--- src/rtl/serial_link_pkg.sv ---
// Shared definitions for the serial byte link: byte width, sync pattern and
// receiver state encoding.
package serial_link_pkg;

  localparam int unsigned BYTE_W = 8;

  // Alignment pattern, also used by the serializer-side framer.
  localparam logic [BYTE_W-1:0] SYNC_WORD_DEFAULT = 8'hA5;

  typedef enum logic [1:0] {
    StIdle,
    StHunt,
    StLocked
  } link_state_e;

endpackage

--- src/rtl/serial_byte_receiver_if.sv ---
// Receiver-side bundle: control and serial inputs, recovered byte and status.
interface serial_byte_receiver_if;
  import serial_link_pkg::*;

  logic              en;
  logic              sclk;
  logic              sdata;
  logic [BYTE_W-1:0] data;
  logic              valid;
  logic              locked;
  logic              lost;

  modport master (
    output en,
    output sclk,
    output sdata,
    input  data,
    input  valid,
    input  locked,
    input  lost
  );

  modport slave (
    input  en,
    input  sclk,
    input  sdata,
    output data,
    output valid,
    output locked,
    output lost
  );

endinterface

--- src/rtl/sync_edge_detect.sv ---
// Two-flop synchronizer with a third flop for rising-edge detection.
module sync_edge_detect (
  input  logic clk,
  input  logic rst,
  input  logic d_i,
  output logic level_o,
  output logic rise_o
);

  logic s1_q, s2_q, s3_q;

  always_ff @(posedge clk or posedge rst) begin
    if (rst) begin
      s1_q <= 1'b0;
      s2_q <= 1'b0;
      s3_q <= 1'b0;
    end else begin
      s1_q <= d_i;
      s2_q <= s1_q;
      s3_q <= s2_q;
    end
  end

  assign level_o = s2_q;
  assign rise_o  = s2_q & ~s3_q;

endmodule

--- src/rtl/serial_byte_receiver.sv ---
// Oversampling serial byte receiver: hunts for the sync byte, then emits each
// following 8-bit group as a one-cycle strobe; drops lock on bit-clock loss.
module serial_byte_receiver
  import serial_link_pkg::*;
#(
  parameter logic [BYTE_W-1:0] SYNC_WORD = SYNC_WORD_DEFAULT,
  parameter int unsigned       TIMEOUT   = 64
) (
  input logic                   clk,
  input logic                   rst,
  serial_byte_receiver_if.slave rx_io
);

  localparam int unsigned          TmoW   = $clog2(TIMEOUT + 1);
  localparam logic [TmoW-1:0]      TmoMax = TmoW'(TIMEOUT);
  localparam int unsigned          CntW   = $clog2(BYTE_W);
  localparam logic [CntW-1:0]      CntLast = CntW'(BYTE_W - 1);

  logic sclk_rise;
  logic sclk_lvl_unused;
  logic sdata_lvl;
  logic unused_sdata_rise;

  sync_edge_detect u_sclk_sync (
    .clk     (clk),
    .rst     (rst),
    .d_i     (rx_io.sclk),
    .level_o (sclk_lvl_unused),
    .rise_o  (sclk_rise)
  );

  sync_edge_detect u_sdata_sync (
    .clk     (clk),
    .rst     (rst),
    .d_i     (rx_io.sdata),
    .level_o (sdata_lvl),
    .rise_o  (unused_sdata_rise)
  );

  link_state_e       state_q, state_d;
  logic [BYTE_W-1:0] shift_q, shift_d;
  logic [BYTE_W-1:0] data_q, data_d;
  logic [CntW-1:0]   bit_cnt_q, bit_cnt_d;
  logic [TmoW-1:0]   tmo_q, tmo_d;
  logic              valid_q, valid_d;
  logic              lost_q, lost_d;
  logic [BYTE_W-1:0] shift_next;
  logic [TmoW-1:0]   tmo_inc;

  assign shift_next = {shift_q[BYTE_W-2:0], sdata_lvl};
  assign tmo_inc    = (tmo_q == TmoMax) ? tmo_q : tmo_q + TmoW'(1);

  always_comb begin
    state_d   = state_q;
    shift_d   = shift_q;
    data_d    = data_q;
    bit_cnt_d = bit_cnt_q;
    tmo_d     = tmo_q;
    valid_d   = 1'b0;
    lost_d    = 1'b0;

    // A low enable overrides everything, including a completing byte.
    if (!rx_io.en) begin
      state_d   = StIdle;
      shift_d   = '0;
      bit_cnt_d = '0;
      tmo_d     = '0;
    end else begin
      unique case (state_q)
        StIdle: begin
          state_d = StHunt;
        end

        StHunt: begin
          if (sclk_rise) begin
            shift_d = shift_next;
            if (shift_next == SYNC_WORD) begin
              state_d   = StLocked;
              bit_cnt_d = '0;
              tmo_d     = '0;
            end
          end
        end

        StLocked: begin
          if (sclk_rise) begin
            shift_d = shift_next;
            tmo_d   = '0;
            if (bit_cnt_q == CntLast) begin
              data_d    = shift_next;
              valid_d   = 1'b1;
              bit_cnt_d = '0;
            end else begin
              bit_cnt_d = bit_cnt_q + CntW'(1);
            end
          end else if (tmo_inc == TmoMax) begin
            state_d   = StHunt;
            lost_d    = 1'b1;
            shift_d   = '0;
            bit_cnt_d = '0;
            tmo_d     = '0;
          end else begin
            tmo_d = tmo_inc;
          end
        end

        default: begin
          state_d = StIdle;
        end
      endcase
    end
  end

  always_ff @(posedge clk or posedge rst) begin
    if (rst) begin
      state_q   <= StIdle;
      shift_q   <= '0;
      data_q    <= '0;
      bit_cnt_q <= '0;
      tmo_q     <= '0;
      valid_q   <= 1'b0;
      lost_q    <= 1'b0;
    end else begin
      state_q   <= state_d;
      shift_q   <= shift_d;
      data_q    <= data_d;
      bit_cnt_q <= bit_cnt_d;
      tmo_q     <= tmo_d;
      valid_q   <= valid_d;
      lost_q    <= lost_d;
    end
  end

  assign rx_io.data   = data_q;
  assign rx_io.valid  = valid_q;
  assign rx_io.locked = (state_q == StLocked);
  assign rx_io.lost   = lost_q;

endmodule

--- src/flat_wrapper.sv ---
// flat-port wrapper written by rule: the top's interface ports become plain ports
module serial_byte_receiver_flat import serial_link_pkg::*;
#(
  parameter logic [BYTE_W-1:0] SYNC_WORD = SYNC_WORD_DEFAULT,
  parameter int unsigned       TIMEOUT   = 64
)
  (clk, rst, rx_io_en, rx_io_sclk, rx_io_sdata, rx_io_data, rx_io_valid, rx_io_locked, rx_io_lost);
  serial_byte_receiver_if rx_io_i ();
  input logic clk;
  input logic rst;
  input wire logic [$bits(rx_io_i.en)-1:0] rx_io_en;
  input wire logic [$bits(rx_io_i.sclk)-1:0] rx_io_sclk;
  input wire logic [$bits(rx_io_i.sdata)-1:0] rx_io_sdata;
  output wire logic [$bits(rx_io_i.data)-1:0] rx_io_data;
  output wire logic [$bits(rx_io_i.valid)-1:0] rx_io_valid;
  output wire logic [$bits(rx_io_i.locked)-1:0] rx_io_locked;
  output wire logic [$bits(rx_io_i.lost)-1:0] rx_io_lost;
  assign rx_io_i.en = rx_io_en;
  assign rx_io_i.sclk = rx_io_sclk;
  assign rx_io_i.sdata = rx_io_sdata;
  assign rx_io_data = rx_io_i.data;
  assign rx_io_valid = rx_io_i.valid;
  assign rx_io_locked = rx_io_i.locked;
  assign rx_io_lost = rx_io_i.lost;
  serial_byte_receiver #(.SYNC_WORD(SYNC_WORD), .TIMEOUT(TIMEOUT)) u_core (.clk(clk), .rst(rst), .rx_io(rx_io_i));
endmodule
--- config.mk ---
export PLATFORM = sky130hd
export DESIGN_NAME = serial_byte_receiver_flat
export DESIGN_NICKNAME = d
export VERILOG_FILES = /design/src/rtl/serial_link_pkg.sv /design/src/rtl/serial_byte_receiver_if.sv /design/src/rtl/sync_edge_detect.sv /design/src/rtl/serial_byte_receiver.sv /design/src/flat_wrapper.sv
export SDC_FILE = /design/constraint.sdc
export NUM_CORES = 1
export LEC_CHECK = 0
export ABC_CLOCK_PERIOD_IN_PS = 2150
export BUFFER_PORTS_ARGS = -buffer_cell sky130_fd_sc_hd__buf_2
export CORE_MARGIN = 2
export CORE_UTILIZATION = 45
export DETAILED_ROUTE_END_ITERATION = 12
export GPL_TIMING_DRIVEN = 0
export PLACE_DENSITY = 0.66
export SLEW_MARGIN = 20
export SYNTH_ARGS = -nofsm -noshare
export SYNTH_HDL_FRONTEND = slang
export SYNTH_SLANG_ARGS = --single-unit
--- constraint.sdc ---
create_clock -name clk -period 2.15 [get_ports clk]
set_input_delay 0.43 -clock clk [delete_from_list [all_inputs] [get_ports clk]]
set_output_delay 0.43 -clock clk [all_outputs]
set_load 0.05 [all_outputs]
==> flow_metrics.py, run 1 <==
metrics = {
    "worst_setup_path": {
        "cpPeakStageDelay_ps": 430,
        "crit_buf_inv": 0,
        "critPathMaxFanout": 5,
        "arrival_ps": 2280,
        "slowest_stage": "dfrtp_2",
        "cp.required_ps": 2330,
        "critPathLaunchType": "register",
        "reg2reg_depth": 7,
        "worst-setup-path-type": "register to register",
        "critPathCaptureType": "register",
        "crit_cells": 7,
        "cp_top_family": "compound AO/OA/AOI/OAI gates",
        "path_cells": "ha_4, and3_4, mux2_4, a211oi_4, a21boi_4, o22ai_4, a22o_1",
    },
    "sta": {
        "setup_viol": 0,
        "finalCriticalPeriod_ps": 2110,
        "drv_slew": 0,
        "max_freq_ghz": 0.474,
        "period_share_pct": 98.1,
        "rsz0062_at_grt": "true",
        "worst_pin_slew_ps": 684,
        "fin_worst_skew_ps": 7.05,
        "fin_ws_ps": 40.9,
        "hold_viol_final": 0,
        "slew_headroom_pct": 54.3,
    },
    "clocking": {
        "path_clk_slew_ps": 70,
        "cts_max_path_buffers": 2,
        "cts_root_buffer": "clkbuf_8",
        "clk_latency_ps": 290,
        "cts.htree.levels": 2,
        "numCtsBuffers": 5,
        "cts_hold_buf": 0,
        "cts_tree": "yes",
        "clkSinkCount": 34,
    },
    "finish": {
        "layout.cells.non_filler": 228,
        "syn2layout_area_growth_pct": 19.6,
        "diodes": 0,
        "num-fill-cells": 327,
        "nets": 188,
        "drive_gt1_share_pct": 30.6,
    },
    "placement": {
        "globalplace.congestion": 0.790,
        "place_inst": 216,
        "post-place-ws_ps": -286,
        "portBuffers": 14,
        "place.detailed.hpwl_um": 2330,
    },
    "grt": {
        "use_met2_pct": 27.4,
        "grt.overflow.total": 0,
        "grt_busiest_layer": "met2",
        "grt_max_degree": 35,
        "grt_pass1_vias": 1266,
        "grt_antenna_before_repair": 0,
        "grt_util_met3_pct": 5.38,
        "grt_use_total_pct": 18.2,
        "grt_pass1_wl_um": 5810,
        "use_met1_pct": 24.4,
    },
    "synth": {
        "ys_seq_area_share_pct": 51.1,
        "ys_warn_count": 0,
        "async_flop_share_pct": 100,
        "syn_area_per_cell_um2": 10.8,
        "synth_cell_types": 42,
        "synth-edff-count": 0,
        "synthFlopType": "dfrtp_1",
        "syn_area_um2": 1670,
        "ys_seq_elements": 34,
        "synth_nets": 163,
        "synth_cells": 154,
    },
    "power_and_ir_drop": {
        "clock_power_share_pct": 41.4,
        "internal_power_mw": 0.916,
        "ir_drop_uv": 334,
        "pwr-share-comb_pct": 3.7,
        "swShare_pct": 22.6,
        "power.net_switching_mw": 0.268,
        "p_seq_share_pct": 54.9,
        "leakagePower_nw": 0.964,
        "power_density_nw_per_um2": 594,
    },
    "run": {
        "maxCapViolations": 0,
    },
    "status": {
        "outcome": "finished, final reports clean",
    },
    "die": {
        "die_h_um": 64.8,
        "rows": 22,
        "dieArea_um2": 4200,
        "die_w_um": 64.8,
        "core-area_um2": 3610,
        "io_pins": 16,
        "initial_core_util_pct": 46.2,
    },
    "routing": {
        "postRouteAntennaNets": 0,
        "drc": 0,
        "vias_per_cell": 5.79,
        "routedWlPerCell_um": 14.8,
        "initialDrtViolationCount": 74,
        "first_pass_iters": 4,
        "vias": 1321,
        "drt-total-wl_um": 3370,
    },
    "min_path": {
        "hold_path_class": "input pin to asynchronous set/reset pin",
    },
}
## cell families (layout without fill, tap and decap cells)
kind of cell,count (synthesis),after routing,share of synthesized area [%]
simple gates,50,50,15.5
compound gates,42,42,18.9
flops,34,34,51.1
mux,11,11,7.51
buf+inv,11,37,2.93
fa+ha+maj,4,4,3.01
xor+xnor,2,2,1.05
## cell type report
cell class	count	area (um2)	share of cell area (%)
repair buffers	20	115	5.78
multi-input cells	109	833	41.8
clock buffers	6	82.6	4.15
flip-flops and latches	34	853	42.8
well taps	48	60.1	3.02
plain buffers	2	8.76	0.440
clock inverters	2	12.5	0.628
inverters	7	26.3	1.32
## synthesized netlist by cell type (2+ instances only)
library cell,n,area share [%]
a22o_2,2,1.2
mux2i_1,2,1.2
mux2_2,8,5.4
xor2_1,2,1.1
dfrtp_1,34,51
nand2_1,11,2.5
a211o_1,2,1.1
inv_1,7,1.6
nor3_1,2,0.60
a22o_1,8,4.2
nand2b_1,2,0.75
nand3_1,5,1.5
a21oi_1,4,1.2
nor4bb_1,3,1.8
a31oi_1,2,0.75
and3_1,2,0.75
a221oi_1,3,1.6
nor2b_1,2,0.75
clkbuf_1,3,0.68
nor2_1,15,3.4
ha_1,4,3.0
o21ai_0,11,3.3
## routing by layer
layer	up-vias	part of all wire, %	wire [um]
met5	-	0	0
met4	0	2.3	77
met3	9	5.8	194
met2	47	46	1560
met1	651	46	1540
li1	614	-	-
## power groups by stage
stage               registers (mW)  logic, mW  clock network (mW)
floorplan                    0.661     0.0288                   0
global placement             0.661     0.0386                   0
detailed placement           0.662     0.0404                   0
CTS                          0.649     0.0446               0.504
global route                 0.650     0.0507               0.528
finish                       0.650     0.0442               0.490
## through the flow
step / hold slack [ps] / utilization, % / instance area, um2 / TNS, ps / power, mW
detailed placement: 338 / 49.9 / 1800 / -2270 / 0.702
global route: 241 / 55.2 / 1990 / -2.40 / 1.23
CTS: 239 / 54.7 / 1970 / 0 / 1.20
finish: 238 / 55.2 / 1990 / 0 / 1.18
floorplan: 331 / - / 1670 / 0 / 0.689
global placement: 334 / 49.9 / 1800 / -1760 / 0.700
## layout by cell type (no fill, tap or decap), types with 2 or more instances in the layout
master    count
nor4bb_1      3
dfrtp_2       2
a22o_2        2
mux2i_1       2
a22o_1        8
nor2b_1       2
dfrtp_1      32
nor2_1       14
a21oi_1       4
nand2b_1      2
o21ai_0      10
a221oi_1      3
inv_1         6
a31oi_1       2
a211o_1       2
nand2_1      11
mux2_2        8
o22ai_4       2
ha_1          3
buf_2        14
xor2_1        2
clkbuf_8      6
nand3_1       5
buf_4         6
## worst register-to-register path: stages (launching register included)
cell and delay (ps):
dfrtp_2 430, ha_4 170, and3_4 200, mux2_4 310, a211oi_4 230, a21boi_4 310
o22ai_4 120, a22o_1 230
## path summary, 6_finish.rpt
path	from	end	slack, ps
min in group clk	rx_io_sdata	u_core.u_sdata_sync.s1_q$_DFF_PP0_	250
worst min-delay path	rst	u_core.tmo_q[5]$_DFFE_PP0P_	240
worst max-delay path	u_core.tmo_q[1]$_DFFE_PP0P_	u_core.bit_cnt_q[0]$_DFFE_PP0P_	40
worst max register to register	u_core.tmo_q[1]$_DFFE_PP0P_	u_core.bit_cnt_q[0]$_DFFE_PP0P_	40
max in group asynchronous	rst	u_core.tmo_q[3]$_DFFE_PP0P_	1420
worst min register to register	u_core.u_sclk_sync.s1_q$_DFF_PP0_	u_core.u_sclk_sync.level_o$_DFF_PP0_	360
## repair_timing
action	in CTS	in global routing
pin swaps	9	0
setup endpoints to repair	10	17
buffers inserted	4	2
gates resized for setup	11	5
## flip-flops by register name, indices dropped and copies added, names as in the netlist
| signal | cells |
|---|---|
| u_core.bit_cnt_q | 3 |
| u_core.rx_io.valid | 1 |
| u_core.u_sclk_sync.s1_q | 1 |
| u_core.u_sdata_sync.level_o | 1 |
| u_core.u_sdata_sync.s1_q | 1 |
| u_core.tmo_q | 7 |
| u_core.u_sclk_sync.s3_q | 1 |
| u_core.state_q | 2 |
| u_core.rx_io.data | 8 |
| u_core.rx_io.lost | 1 |
| u_core.shift_q | 7 |
| u_core.u_sclk_sync.level_o | 1 |
No activity file was read; power rests on OpenSTA's default activity.
==> run 2: changes to the inputs <==
--- a/config.mk
+++ b/config.mk
@@ -7,11 +7,13 @@
 export LEC_CHECK = 0
 export ABC_CLOCK_PERIOD_IN_PS = 2150
 export BUFFER_PORTS_ARGS = -buffer_cell sky130_fd_sc_hd__buf_2
+export CELL_PAD_IN_SITES_DETAIL_PLACEMENT = 0
+export CELL_PAD_IN_SITES_GLOBAL_PLACEMENT = 1
 export CORE_MARGIN = 2
-export CORE_UTILIZATION = 45
+export CORE_UTILIZATION = 41
 export DETAILED_ROUTE_END_ITERATION = 12
 export GPL_TIMING_DRIVEN = 0
-export PLACE_DENSITY = 0.66
+export PLACE_DENSITY = 0.74
 export SLEW_MARGIN = 20
 export SYNTH_ARGS = -nofsm -noshare
 export SYNTH_HDL_FRONTEND = slang
==> run 2 against run 1 <==
Register-to-register slack hardly changed. Global-route usage is 0.81 points lower. Wire length is 2.8% higher. Critical path type unchanged. Highest routed layer unchanged.
==> flow_metrics.py, run 2 (same netlist as run 1, synthesis figures left out) <==
metrics = {
    "routing": {
        "first_pass_iters": 4,
        "dr_wl_met2_um": 1830,
        "drc": 0,
        "drt-total-wl_um": 3470,
        "wl_met3_um": 122,
        "vias": 1306,
        "dr.max_layer_used": "met4",
        "vias_per_cell": 5.56,
        "postRouteAntennaNets": 0,
        "m1WireLength_um": 1470,
        "initialDrtViolationCount": 50,
        "routedWlPerCell_um": 14.7,
    },
    "sta": {
        "max_freq_ghz": 0.471,
        "slew_headroom_pct": 52.8,
        "drv_slew": 0,
        "finalCriticalPeriod_ps": 2120,
        "worst_pin_slew_ps": 707,
        "period_share_pct": 98.7,
        "fin_worst_skew_ps": 3.83,
        "setup_viol": 0,
        "hold_viol_final": 0,
        "whs_ps": 248,
        "fin_ws_ps": 28.6,
        "rsz0062_at_grt": "true",
    },
    "grt": {
        "grt_antenna_before_repair": 0,
        "grt_pass1_wl_um": 5860,
        "grt_max_degree": 35,
        "grt_pass1_vias": 1294,
        "grt.overflow.total": 0,
        "grt_use_total_pct": 17.4,
    },
    "power_and_ir_drop": {
        "p_total_mw": 1.26,
        "ir_drop_uv": 244,
        "power_density_nw_per_um2": 616,
        "leakagePower_nw": 1.00,
    },
    "worst_setup_path": {
        "ff2ff_setup_slack_ps": 30,
        "critPathLaunchType": "register",
        "critPathMaxFanout": 5,
        "cp.required_ps": 2320,
        "critPathCaptureType": "register",
        "worst-setup-path-type": "register to register",
        "timing.rr.start": "u_core.tmo_q[1]$_DFFE_PP0P_",
        "arrival_ps": 2290,
        "timing.rr.end": "u_core.bit_cnt_q[2]$_DFFE_PP0P_",
        "reg2reg_depth": 7,
    },
    "clocking": {
        "cts_tree": "yes",
        "cts_hold_buf": 0,
        "cts.htree.levels": 2,
        "clkSinkCount": 34,
        "numCtsBuffers": 5,
        "path_clk_slew_ps": 70,
        "clk_latency_ps": 280,
        "cts_max_path_buffers": 2,
        "cts_root_buffer": "clkbuf_8",
    },
    "die": {
        "io_pins": 16,
        "die_w_um": 67.7,
        "die_h_um": 67.7,
        "rows": 23,
        "dieArea_um2": 4590,
        "core-area_um2": 3940,
        "initial_core_util_pct": 42.2,
    },
    "placement": {
        "place.detailed.hpwl_um": 2350,
        "globalplace.congestion": 0.836,
        "portBuffers": 14,
        "post-place-ws_ps": -244,
    },
    "finish": {
        "final_util_pct": 52.0,
        "final_common_cell": "dfrtp_1",
        "largest_reg_flops": 8,
        "layout_common_cells": "dfrtp_1 (32), nor2_1 (14), buf_2 (14), nand2_1 (11), o21ai_0 (11)",
        "diodes": 0,
        "syn2layout_area_growth_pct": 23.1,
        "drive_gt1_share_pct": 33.0,
        "nets": 193,
    },
    "status": {
        "outcome": "finished, final reports clean",
    },
    "min_path": {
        "hold_path_class": "input pin to asynchronous set/reset pin",
    },
    "run": {
        "maxCapViolations": 0,
    },
}
[run 2: worst max-delay path, stage by stage, from the launching register on]
cell	delay, ps
dfrtp_2	430
ha_4	160
and3_4	200
mux2_4	310
a211oi_4	220
a21boi_4	300
o22ai_2	130
a22o_2	260
[run 2: worst max path at each step]
stage                                startpoint                              end  slack [ps]  cells after the start
finish              u_core.tmo_q[1]$_DFFE_PP0P_  u_core.bit_cnt_q[2]$_DFFE_PP0P_          30                      7
floorplan           u_core.tmo_q[1]$_DFFE_PP0P_  u_core.bit_cnt_q[0]$_DFFE_PP0P_         0.2                      8
global route        u_core.tmo_q[1]$_DFFE_PP0P_  u_core.bit_cnt_q[2]$_DFFE_PP0P_         -20                      7
global placement    u_core.tmo_q[1]$_DFFE_PP0P_  u_core.bit_cnt_q[0]$_DFFE_PP0P_        -230                      8
detailed placement  u_core.tmo_q[1]$_DFFE_PP0P_  u_core.bit_cnt_q[0]$_DFFE_PP0P_        -240                      8
CTS                 u_core.tmo_q[1]$_DFFE_PP0P_  u_core.bit_cnt_q[2]$_DFFE_PP0P_          40                      7
[run 2: cell type report]
class / instances / area (um2)
well taps: 50 / 62.6
inverters: 7 / 26.3
repair buffers: 24 / 145
multi-input cells: 109 / 843
clock buffers: 5 / 68.8
clock inverters: 3 / 40.0
plain buffers: 3 / 11.3
fillers: 351 / 1890
flip-flops and latches: 34 / 853
[run 2: through the flow]
step / std cells / instance area (um2) / TNS [ps]
after global routing: 235 / 2050 / -44.3
final: 235 / 2050 / 0
after global placement: 218 / 1800 / -1870
after CTS: 232 / 1990 / 0
after detailed placement: 218 / 1800 / -1970
after floorplan: 154 / 1670 / 0
[run 2: layer usage]
metal  GRT usage (%)  vias to the layer above
met2            30.4                       24
li1                -                      625
met4            6.89                        0
met3            5.00                        4
met5               0                        -
met1            20.0                      653
[run 2: where the power goes]
group	switching, mW	total, mW	internal (mW)	leakage, nW
sequential	0.00389	0.650	0.646	0.458
clock	0.230	0.571	0.341	0.0579
combinational	0.0303	0.0419	0.0116	0.489
[run 2: repair_timing]
item	in CTS	in global routing
pin swaps	7	3
setup buffers	7	4
setup endpoints to repair	10	17
gates resized for setup	8	8
==> run 3: changes to the inputs <==
--- a/config.mk
+++ b/config.mk
@@ -5,15 +5,15 @@
 export SDC_FILE = /design/constraint.sdc
 export NUM_CORES = 1
 export LEC_CHECK = 0
-export ABC_CLOCK_PERIOD_IN_PS = 2150
+export ABC_CLOCK_PERIOD_IN_PS = 2110
 export BUFFER_PORTS_ARGS = -buffer_cell sky130_fd_sc_hd__buf_2
 export CELL_PAD_IN_SITES_DETAIL_PLACEMENT = 0
 export CELL_PAD_IN_SITES_GLOBAL_PLACEMENT = 1
 export CORE_MARGIN = 2
-export CORE_UTILIZATION = 41
+export CORE_UTILIZATION = 45
 export DETAILED_ROUTE_END_ITERATION = 12
 export GPL_TIMING_DRIVEN = 0
-export PLACE_DENSITY = 0.74
+export PLACE_DENSITY = 0.77
 export SLEW_MARGIN = 20
 export SYNTH_ARGS = -nofsm -noshare
 export SYNTH_HDL_FRONTEND = slang
==> constraint.sdc (replaced) <==
create_clock -name clk -period 2.11 [get_ports clk]
set_input_delay 0.422 -clock clk [delete_from_list [all_inputs] [get_ports clk]]
set_output_delay 0.422 -clock clk [all_outputs]
set_load 0.05 [all_outputs]
==> run 3 against run 2 <==
Non-clock buffer count decreased by 4. Die area decreased by 8.4%. Worst hold slack got worse by 7.7 ps. Sequential power is 2% higher. Critical path type unchanged. Largest cell class is now multi-input gates. Highest routed layer unchanged.
==> flow_metrics.py, run 3 (same netlist as run 1, synthesis figures left out) <==
metrics = {
    "status": {
        "outcome": "finished, final reports clean",
    },
    "sta": {
        "drv_slew": 0,
        "slew_headroom_pct": 54.0,
        "worst_pin_slew_ps": 688,
        "rsz0062_at_grt": "true",
        "setup_viol": 0,
        "period_share_pct": 99.5,
        "max_freq_ghz": 0.477,
        "whs_ps": 240,
        "fin_setup_tns_ps": 0,
        "hold_viol_final": 0,
        "fin_worst_skew_ps": 6.24,
        "finalCriticalPeriod_ps": 2100,
        "fin_ws_ps": 11.6,
    },
    "placement": {
        "globalplace.congestion": 0.801,
        "portBuffers": 14,
        "post-place-ws_ps": -165,
        "place.detailed.hpwl_um": 2390,
        "place_inst": 216,
    },
    "die": {
        "die_h_um": 64.8,
        "core-area_um2": 3610,
        "dieArea_um2": 4200,
        "die_w_um": 64.8,
        "rows": 22,
        "io_pins": 16,
        "initial_core_util_pct": 46.2,
    },
    "finish": {
        "drive_gt1_share_pct": 32.8,
        "diodes": 0,
        "nets": 189,
        "final_util_pct": 55.8,
        "layout.cells.non_filler": 228,
        "final_common_cell": "dfrtp_1",
        "largest_reg_flops": 8,
        "syn2layout_area_growth_pct": 20.9,
        "layout_common_cells": "dfrtp_1 (33), nor2_1 (14), buf_2 (14), nand2_1 (11), o21ai_0 (10)",
    },
    "worst_setup_path": {
        "cp-startpoint": "u_core.tmo_q[0]$_DFFE_PP0P_",
        "arrival_ps": 2270,
        "critPathLaunchType": "register",
        "worst-setup-path-type": "register to register",
        "cpPeakStageDelay_ps": 420,
        "critPathMaxFanout": 4,
        "critPathCaptureType": "register",
        "path_cells": "ha_4, and3_4, mux2_4, a211oi_4, a21boi_4, o22ai_4, a22o_1",
        "timing.rr.start": "u_core.tmo_q[0]$_DFFE_PP0P_",
        "cp.required_ps": 2280,
        "slowest_stage": "dfrtp_1",
    },
    "routing": {
        "vias": 1308,
        "initialDrtViolationCount": 92,
        "drt-total-wl_um": 3440,
        "drc": 0,
        "vias_per_cell": 5.74,
        "first_pass_iters": 4,
        "postRouteAntennaNets": 0,
        "routedWlPerCell_um": 15.1,
    },
    "clocking": {
        "cts_root_buffer": "clkbuf_8",
        "cts_tree": "yes",
        "cts_hold_buf": 0,
        "path_clk_slew_ps": 70,
        "numCtsBuffers": 5,
        "clk_latency_ps": 280,
        "cts.htree.levels": 2,
        "clkSinkCount": 34,
        "cts_max_path_buffers": 2,
    },
    "grt": {
        "grt.overflow.total": 0,
        "grt_antenna_before_repair": 0,
        "grt_pass1_vias": 1284,
        "grt_max_degree": 35,
        "grt_pass1_wl_um": 6180,
        "grt_use_total_pct": 19.4,
    },
    "power_and_ir_drop": {
        "ir_drop_uv": 457,
        "leakagePower_nw": 0.981,
        "power_density_nw_per_um2": 572,
    },
    "run": {
        "maxCapViolations": 0,
    },
    "min_path": {
        "hold_path_class": "input pin to asynchronous set/reset pin",
    },
}
-- run 3: cell type report --
| cell class | count | area, um2 |
|---|---|---|
| fill | 331 | 1590 |
| multi-input combinational | 109 | 857 |
| sequential | 34 | 852 |
| timing repair buffer | 21 | 130 |
| clock buffer | 5 | 68.8 |
| tap | 48 | 60.1 |
| inverter | 7 | 26.3 |
| clock inverter | 2 | 10.0 |
| buffer | 2 | 8.76 |
-- run 3: power by group --
| group | switching [mW] | leakage (nW) | internal (mW) |
|---|---|---|---|
| clock network | 0.223 | 0.0438 | 0.221 |
| logic | 0.0316 | 0.478 | 0.0130 |
| registers | 0.00407 | 0.459 | 0.658 |
| total | 0.259 | 0.981 | 0.892 |
-- run 3: worst max-delay path: cells and delay by family (launching register included) --
family,cells,cell delay (ps)
AO/OA/AOI/OAI,4,890
multiplexers,1,310
flip-flops,1,420
adder cells (fa/ha/maj),1,180
AND/OR/NAND/NOR,1,180
-- run 3: worst paths after layout --
path / end / slack, ps / cells after the start
hold reg to reg: u_core.u_sclk_sync.level_o$_DFF_PP0_ / 350 / 0
hold / removal: u_core.shift_q[2]$_DFFE_PP0P_ / 240 / 2
setup reg to reg: u_core.shift_q[1]$_DFFE_PP0P_ / 10 / 7
max in group asynchronous: u_core.tmo_q[1]$_DFFE_PP0P_ / 1390 / 2
setup / recovery: u_core.shift_q[1]$_DFFE_PP0P_ / 10 / 7
min in group clk: u_core.u_sclk_sync.s1_q$_DFF_PP0_ / 240 / 1
-- run 3: per-stage QoR --
step,power (mW),area [um2]
2_1_floorplan,0.703,1680
3_3_place_gp,0.715,1810
3_5_place_dp,0.717,1810
4_1_cts,1.17,1960
5_1_grt,1.20,2010
6_report,1.15,2010
-- run 3: metal layers --
metal | global-route usage (%) | routed length [um]
met5 | 0 | 0
met1 | 25.6 | 1560
met2 | 29.8 | 1680
met3 | 5.38 | 143
met4 | 8.24 | 59
-- run 3: timing repair --
action / in CTS / in global routing
pin swaps: 6 / 7
resized for setup: 8 / 13
endpoints found under the hold margin: 0 / 0
endpoints found under the setup margin: 10 / 18
buffers inserted: 5 / 2
